## src/rtl/jtag_reg_sched.sv

```systemverilog
// jtag_reg_sched: bridges the LM32 JTAG register interface to the CPU side.
// The asynchronous update strobe is synchronised into clk_i and edge-detected.
// Each update edge latches one {code, arg} command. A small FSM then runs the
// command against one of three targets: the RX byte FIFO, the TX holding
// register, or the debug strobe. The TX byte and a 3-bit status word are
// driven back to the host for its next scan.
//
// Handshakes: a transfer happens on a rising clk_i edge where both valid and
// ready are high. tx_valid/tx_ready follow this rule. For the RX side,
// rx_valid acts as valid and rx_ack as ready. rx_ack is ignored while
// rx_valid is low. valid never waits for ready.
//
// The FSM state is the internal signal `state`, so checkers can bind to it
// hierarchically.
module jtag_reg_sched #(
  parameter int RX_DEPTH    = 4,
  parameter int SYNC_STAGES = 2
) (
  input  logic       clk_i,
  input  logic       rst_i,
  input  logic       jtag_reg_update,
  input  logic [7:0] jtag_reg_q,
  input  logic [2:0] jtag_reg_addr_q,
  output logic [7:0] jtag_reg_d,
  output logic [2:0] jtag_reg_addr_d,
  output logic [7:0] rx_data,
  output logic       rx_valid,
  input  logic       rx_ack,
  input  logic [7:0] tx_data,
  input  logic       tx_valid,
  output logic       tx_ready,
  output logic [2:0] dbg_cmd,
  output logic [7:0] dbg_arg,
  output logic       dbg_stb,
  input  logic       dbg_busy
);

  localparam int AW = $clog2(RX_DEPTH);
  localparam int CW = AW + 1;

  localparam logic [2:0] CMD_NOP    = 3'd0;
  localparam logic [2:0] CMD_PUSH   = 3'd1;
  localparam logic [2:0] CMD_TX_ACK = 3'd2;
  localparam logic [2:0] CMD_CLR    = 3'd7;

  typedef enum logic [1:0] {
    IDLE     = 2'd0,
    EXEC     = 2'd1,
    DBG_WAIT = 2'd2
  } state_t;

  state_t state;

  // Synchroniser and edge history. Both reset to 1, so an update that is
  // still high when reset is released is not seen as a new edge.
  logic [SYNC_STAGES-1:0] sync_q;
  logic                   hist_q;
  logic                   sync_out;
  logic                   upd_rise;

  // Pending slot: holds one command until the FSM takes it.
  logic       pend_q;
  logic [2:0] pend_code;
  logic [7:0] pend_arg;

  // Command being executed.
  logic [2:0] cmd_q;
  logic [7:0] arg_q;

  // RX FIFO storage and pointers.
  logic [7:0]    mem [RX_DEPTH];
  logic [AW-1:0] wr_ptr;
  logic [AW-1:0] rd_ptr;
  logic [CW-1:0] count;

  // TX holding register and sticky status.
  logic [7:0] tx_q;
  logic       tx_pending;
  logic       overflow;

  logic take;
  logic in_exec;
  logic exec_push;
  logic pop;
  logic push_ok;
  logic push_ovf;
  logic drop_ovf;
  logic rx_full;
  logic tx_load;
  logic is_dbg;

  assign sync_out  = sync_q[SYNC_STAGES-1];
  assign upd_rise  = sync_out & ~hist_q;
  assign take      = (state == IDLE) & pend_q;
  assign in_exec   = (state == EXEC);
  assign is_dbg    = (cmd_q >= 3'd3) && (cmd_q <= 3'd6);
  assign exec_push = in_exec & (cmd_q == CMD_PUSH);
  assign rx_valid  = (count != '0);
  assign rx_full   = (count == CW'(RX_DEPTH));
  assign pop       = rx_ack & rx_valid;
  // A pop in the same cycle makes room, even when the FIFO is full.
  assign push_ok   = exec_push & (~rx_full | pop);
  assign push_ovf  = exec_push & ~push_ok;
  // A second edge that arrives while the slot is still occupied is lost.
  assign drop_ovf  = upd_rise & pend_q;
  assign tx_ready  = ~tx_pending;
  assign tx_load   = tx_valid & ~tx_pending;
  assign rx_data   = mem[rd_ptr];

  assign jtag_reg_d      = tx_q;
  assign jtag_reg_addr_d = {overflow, rx_full, tx_pending};

  // Move the update strobe into clk_i and keep one cycle of history.
  always_ff @(posedge clk_i or posedge rst_i) begin
    if (rst_i) begin
      sync_q <= '1;
      hist_q <= 1'b1;
    end else begin
      sync_q <= {sync_q[SYNC_STAGES-2:0], jtag_reg_update};
      hist_q <= sync_out;
    end
  end

  // Capture a new command into the free pending slot, or release the slot.
  always_ff @(posedge clk_i or posedge rst_i) begin
    if (rst_i) begin
      pend_q    <= 1'b0;
      pend_code <= 3'd0;
      pend_arg  <= 8'h00;
    end else if (upd_rise && !pend_q) begin
      pend_q    <= 1'b1;
      pend_code <= jtag_reg_addr_q;
      pend_arg  <= jtag_reg_q;
    end else if (take) begin
      pend_q <= 1'b0;
    end
  end

  // Command FSM. dbg_cmd, dbg_arg and dbg_stb are registered outputs.
  always_ff @(posedge clk_i or posedge rst_i) begin
    if (rst_i) begin
      state   <= IDLE;
      cmd_q   <= CMD_NOP;
      arg_q   <= 8'h00;
      dbg_cmd <= 3'd0;
      dbg_arg <= 8'h00;
      dbg_stb <= 1'b0;
    end else begin
      dbg_stb <= 1'b0;
      unique case (state)
        IDLE: begin
          if (pend_q) begin
            cmd_q <= pend_code;
            arg_q <= pend_arg;
            state <= EXEC;
          end
        end
        EXEC: begin
          state <= IDLE;
          if (is_dbg) begin
            dbg_cmd <= cmd_q;
            dbg_arg <= arg_q;
            if (dbg_busy) state <= DBG_WAIT;
            else          dbg_stb <= 1'b1;
          end
        end
        DBG_WAIT: begin
          if (!dbg_busy) begin
            dbg_stb <= 1'b1;
            state   <= IDLE;
          end
        end
        default: state <= IDLE;
      endcase
    end
  end

  // RX FIFO: fall-through head, with push from EXEC and pop from rx_ack.
  always_ff @(posedge clk_i or posedge rst_i) begin
    if (rst_i) begin
      for (int i = 0; i < RX_DEPTH; i++) mem[i] <= 8'h00;
      wr_ptr <= '0;
      rd_ptr <= '0;
      count  <= '0;
    end else begin
      if (push_ok) begin
        mem[wr_ptr] <= arg_q;
        wr_ptr      <= wr_ptr + 1'b1;
      end
      if (pop) rd_ptr <= rd_ptr + 1'b1;
      count <= count + CW'(push_ok) - CW'(pop);
    end
  end

  // TX holding register. The CPU fills it and the host's TX_ACK frees it.
  always_ff @(posedge clk_i or posedge rst_i) begin
    if (rst_i) begin
      tx_q       <= 8'h00;
      tx_pending <= 1'b0;
    end else if (tx_load) begin
      tx_q       <= tx_data;
      tx_pending <= 1'b1;
    end else if (in_exec && cmd_q == CMD_TX_ACK) begin
      tx_pending <= 1'b0;
    end
  end

  // Sticky overflow. A new event in the same cycle wins over CLR_STATUS.
  always_ff @(posedge clk_i or posedge rst_i) begin
    if (rst_i) begin
      overflow <= 1'b0;
    end else begin
      overflow <= (overflow & ~(in_exec && cmd_q == CMD_CLR)) | drop_ovf | push_ovf;
    end
  end

endmodule
```

## config.mk

```make
export PLATFORM = sky130hd
export DESIGN_NAME = jtag_reg_sched
export DESIGN_NICKNAME = d
export VERILOG_FILES = /design/src/rtl/jtag_reg_sched.sv
export SDC_FILE = /design/constraint.sdc
export NUM_CORES = 1
export LEC_CHECK = 0
export ABC_AREA = 0
export CORE_MARGIN = 2
export CORE_UTILIZATION = 45
export CTS_CLUSTER_DIAMETER = 200
export DETAILED_ROUTE_END_ITERATION = 6
export GPL_ROUTABILITY_DRIVEN = 1
export PLACE_DENSITY_LB_ADDON = 0.1
export SYNTH_ARGS = -nofsm -noshare
export SYNTH_HDL_FRONTEND = slang
export SYNTH_SLANG_ARGS = --single-unit
export TNS_END_PERCENT = 1
```

## constraint.sdc

```tcl
create_clock -name clk_i -period 3.2 [get_ports clk_i]
set_clock_uncertainty 0.2 [all_clocks]
set_input_delay 0.32 -clock clk_i [delete_from_list [all_inputs] [get_ports clk_i]]
set_output_delay 0.32 -clock clk_i [all_outputs]
set_load 0.01 [all_outputs]
```

==> flow_summary.yaml <==
critical_path:
  critical_path.reg2reg.endpoint: "count[2]"
  cp_data_required_time_ns: 2.68
  critical_path.startpoint_type: "flip-flop"
  regToRegStartpoint: "state[1]"
  crit_fanout: 10
  reg2reg_depth: 10
  worstSetupPathType: "reg2out"
  worst_r2r_setup_slack_ns: 0.51
  timing.critical_path.to_type: "output pin"
  endpoint_arrival_time_on_the_critical_path_ns: 2.17
layout:
  post_route_cells_drive_above_1_share_pct: 35.7
  final_design_area_no_fill_um2: 4690
  synthToLayoutAreaGrowth_pct: 23.5
  ant_cells: 0
  design.final.nets: 340
sta:
  maximum_achievable_frequency_ghz: 0.371
  timing_hold_violations_final: 0
  worstMarginPinSlew_ns: 0.807
  timing.final.setup_violations: 0
  fin_crit_sh_pct: 84.2
  timing_max_transition_violations_final: 0
  min_period_ns: 2.69
  slew_headroom_pct: 46.1
  grt_setup_unrepaired: "false"
  fin_tns_setup_ns: 0
floorplan:
  floorplan.core_area_um2: 8180
  die_area_um2: 9180
  die_height_um: 95.8
  placement_rows: 33
  boundaryPins: 58
  die_x_um: 95.8
  start_util_pct: 46.4
drt:
  via_per_inst: 5.05
  dr.pass1.iters: 4
  dr_total_vias: 2099
  avgRoutedWirePerCell_um: 16.0
  ant_nets: 0
  drc: 0
  drtIter0Drc: 71
  detail_route.wirelength_um: 6670
cts:
  clk_buf_depth: 2
  clkTransAtPathRegs_ns: 0.09
  tritoncts.num_buffers: 9
  cts_root_cell: "sky130_fd_sc_hd__clkbuf_8"
  clock_sinks: 89
  count_of_buffers_added_by_post_cts_timing_repair_for_setup: 0
  cts-resized-gates: 0
  h-tree-depth: 3
  cts_tree: "yes"
  cts_hold_buf: 0
  worstSkewPairLatency_ns: 0.35
synthesis:
  synth_largest_type_area_fraction_pct: 56.7
  syn_inst: 245
  post_synthesis_instance_area_um2: 3790
  synth_area_leaders: "sky130_fd_sc_hd__dfrtp_1, sky130_fd_sc_hd__mux2_2, sky130_fd_sc_hd__mux4_2, sky130_fd_sc_hd__ha_1, sky130_fd_sc_hd__dfstp_2"
  synth_most_common_cell: "sky130_fd_sc_hd__dfrtp_1"
  synth_top_flop_cell: "sky130_fd_sc_hd__dfrtp_1"
  yosys.area.top_type: "sky130_fd_sc_hd__dfrtp_1"
  ys_seq_elements: 89
  synth-async-reset-ratio_pct: 100
  number_of_enable_type_register_cells_in_the_synthesized_netlist: 0
  synth_fp_nets: 279
  avgSynthCellArea_um2: 15.5
  synth.distinct_cells: 35
  synth_seq_area_share_pct: 58.8
  yosys_warnings: 0
  synth_commonest_cells: "sky130_fd_sc_hd__dfrtp_1, sky130_fd_sc_hd__mux2_2, sky130_fd_sc_hd__inv_1, sky130_fd_sc_hd__ha_1, sky130_fd_sc_hd__mux4_2"
placement:
  dp_hpwl_um: 4590
  gpl.final_weighted_congestion: 0.772
  io_buffers: 57
  postPlaceCellArea_um2: 4480
outcome:
  status: "finished, final reports clean"
power:
  p_leak_nw: 2.05
  peak_supply_drop_mv: 0.405
  power.density_cell_area_nw_per_um2: 938
global_routing:
  grt_max_degree: 47
  global_route_wire_length_before_repair_um: 10900
  grt_pass1_vias: 2194
  antenna_found_initial: 0
  grt.total_usage_pct: 16.1
  globalRoute.totalOverflow: 0
worst_hold_path:
  min_delay_path_depth: 0
  worstHoldPathType: "reg2reg"
  hold_path_end: "sync_q[1]"
  hold_path_startpoint: "sync_q[0]"
run:
  maximum_capacitance_violations: 0
[critical path, stage by stage, from the launching register on]
cell and delay (ns):
sky130_fd_sc_hd__dfrtp_1 0.73, sky130_fd_sc_hd__mux4_2 0.60, sky130_fd_sc_hd__clkdlybuf4s50_1 0.49
[cells by family (layout without fill, tap and decap cells)]
logic type | count (synthesis) | count (layout) | synth area share (%)
muxes | 82 | 82 | 26.7
buffers and inverters | 23 | 89 | 2.87
xor gates and xnor gates | 5 | 5 | 1.15
AOI/OAI and AO/OA | 13 | 13 | 2.11
DFF | 89 | 89 | 58.8
and+or+nand+nor | 24 | 24 | 5.21
adders and majority gates | 9 | 9 | 3.17
[state kept, by name, summed over array words and instances (netlist names), 3 cells and up]
name,flops
mem,32
pend_code,3
dbg_arg,8
jtag_reg_d,8
cmd_q,3
count,3
arg_q,8
pend_arg,8
dbg_cmd,3
[power by group]
group / internal (W) / switching (W) / total (W)
clock network: 0.000388 / 0.000404 / 0.000792
logic: 0.00103 / 0.000591 / 0.00163
registers: 0.00158 / 0.000395 / 0.00198
[layout make-up]
cell class                      instances  area [µm²]
Inverter                               12        46.3
Multi-Input combinational cell        133        1460
Clock buffer                           11         141
Timing Repair Buffer                   61         613
Tap cell                              105         131
Clock inverter                          5        63.8
Fill cell                             671        3490
Sequential cell                        89        2230
[routing by layer]
layer,share of wire [%],vias up,track usage (%)
met5,0,-,0
met4,1.7,0,6.43
met3,4.7,10,4.46
met2,46,47,24.5
met1,47,1047,21.9
li1,-,995,-
[placed cells by master, fill, tap and decap left out, types with 2 or more instances in the layout]
cell type                         instances
sky130_fd_sc_hd__clkinv_4                 2
sky130_fd_sc_hd__a21oi_1                  5
sky130_fd_sc_hd__clkbuf_8                10
sky130_fd_sc_hd__nand3_4                  4
sky130_fd_sc_hd__o21bai_1                 2
sky130_fd_sc_hd__dfstp_2                  3
sky130_fd_sc_hd__clkdlybuf4s50_1         57
sky130_fd_sc_hd__buf_4                    3
sky130_fd_sc_hd__nand2b_1                 2
sky130_fd_sc_hd__dfrtp_1                 86
sky130_fd_sc_hd__mux4_2                   8
sky130_fd_sc_hd__xnor2_1                  5
sky130_fd_sc_hd__nand2_1                  5
sky130_fd_sc_hd__mux2_2                  73
sky130_fd_sc_hd__nand3_1                  2
sky130_fd_sc_hd__ha_1                     8
sky130_fd_sc_hd__inv_1                   11
[stage by stage]
stage | std cells | total power (W) | setup WS, ns | hold WS [ns] | util, %
after floorplan | 245 | 0.00297 | 0.378 | 0.124 | -
after global placement | 400 | 0.00360 | 0.596 | 0.146 | 54.8
after detailed placement | 400 | 0.00366 | 0.508 | 0.148 | 54.8
final | 416 | 0.00440 | 0.506 | 0.159 | 57.3
after CTS | 416 | 0.00446 | 0.462 | 0.159 | 57.3
after global routing | 416 | 0.00470 | 0.326 | 0.162 | 57.3
[how the worst max path moves through the flow]
stage / from / end / slack [ns] / cells past startpoint
finish: rd_ptr[0] / rx_data[3] / 0.51 / 2
global route: state[1] / count[2] / 0.33 / 10
CTS: rd_ptr[0] / rx_data[3] / 0.46 / 2
detailed placement: state[1] / count[2] / 0.51 / 10
global placement: state[1] / count[2] / 0.60 / 10
floorplan: rst_i / arg_q[0] / 0.38 / 1
Note: power is estimated with default switching activity, not from simulation.
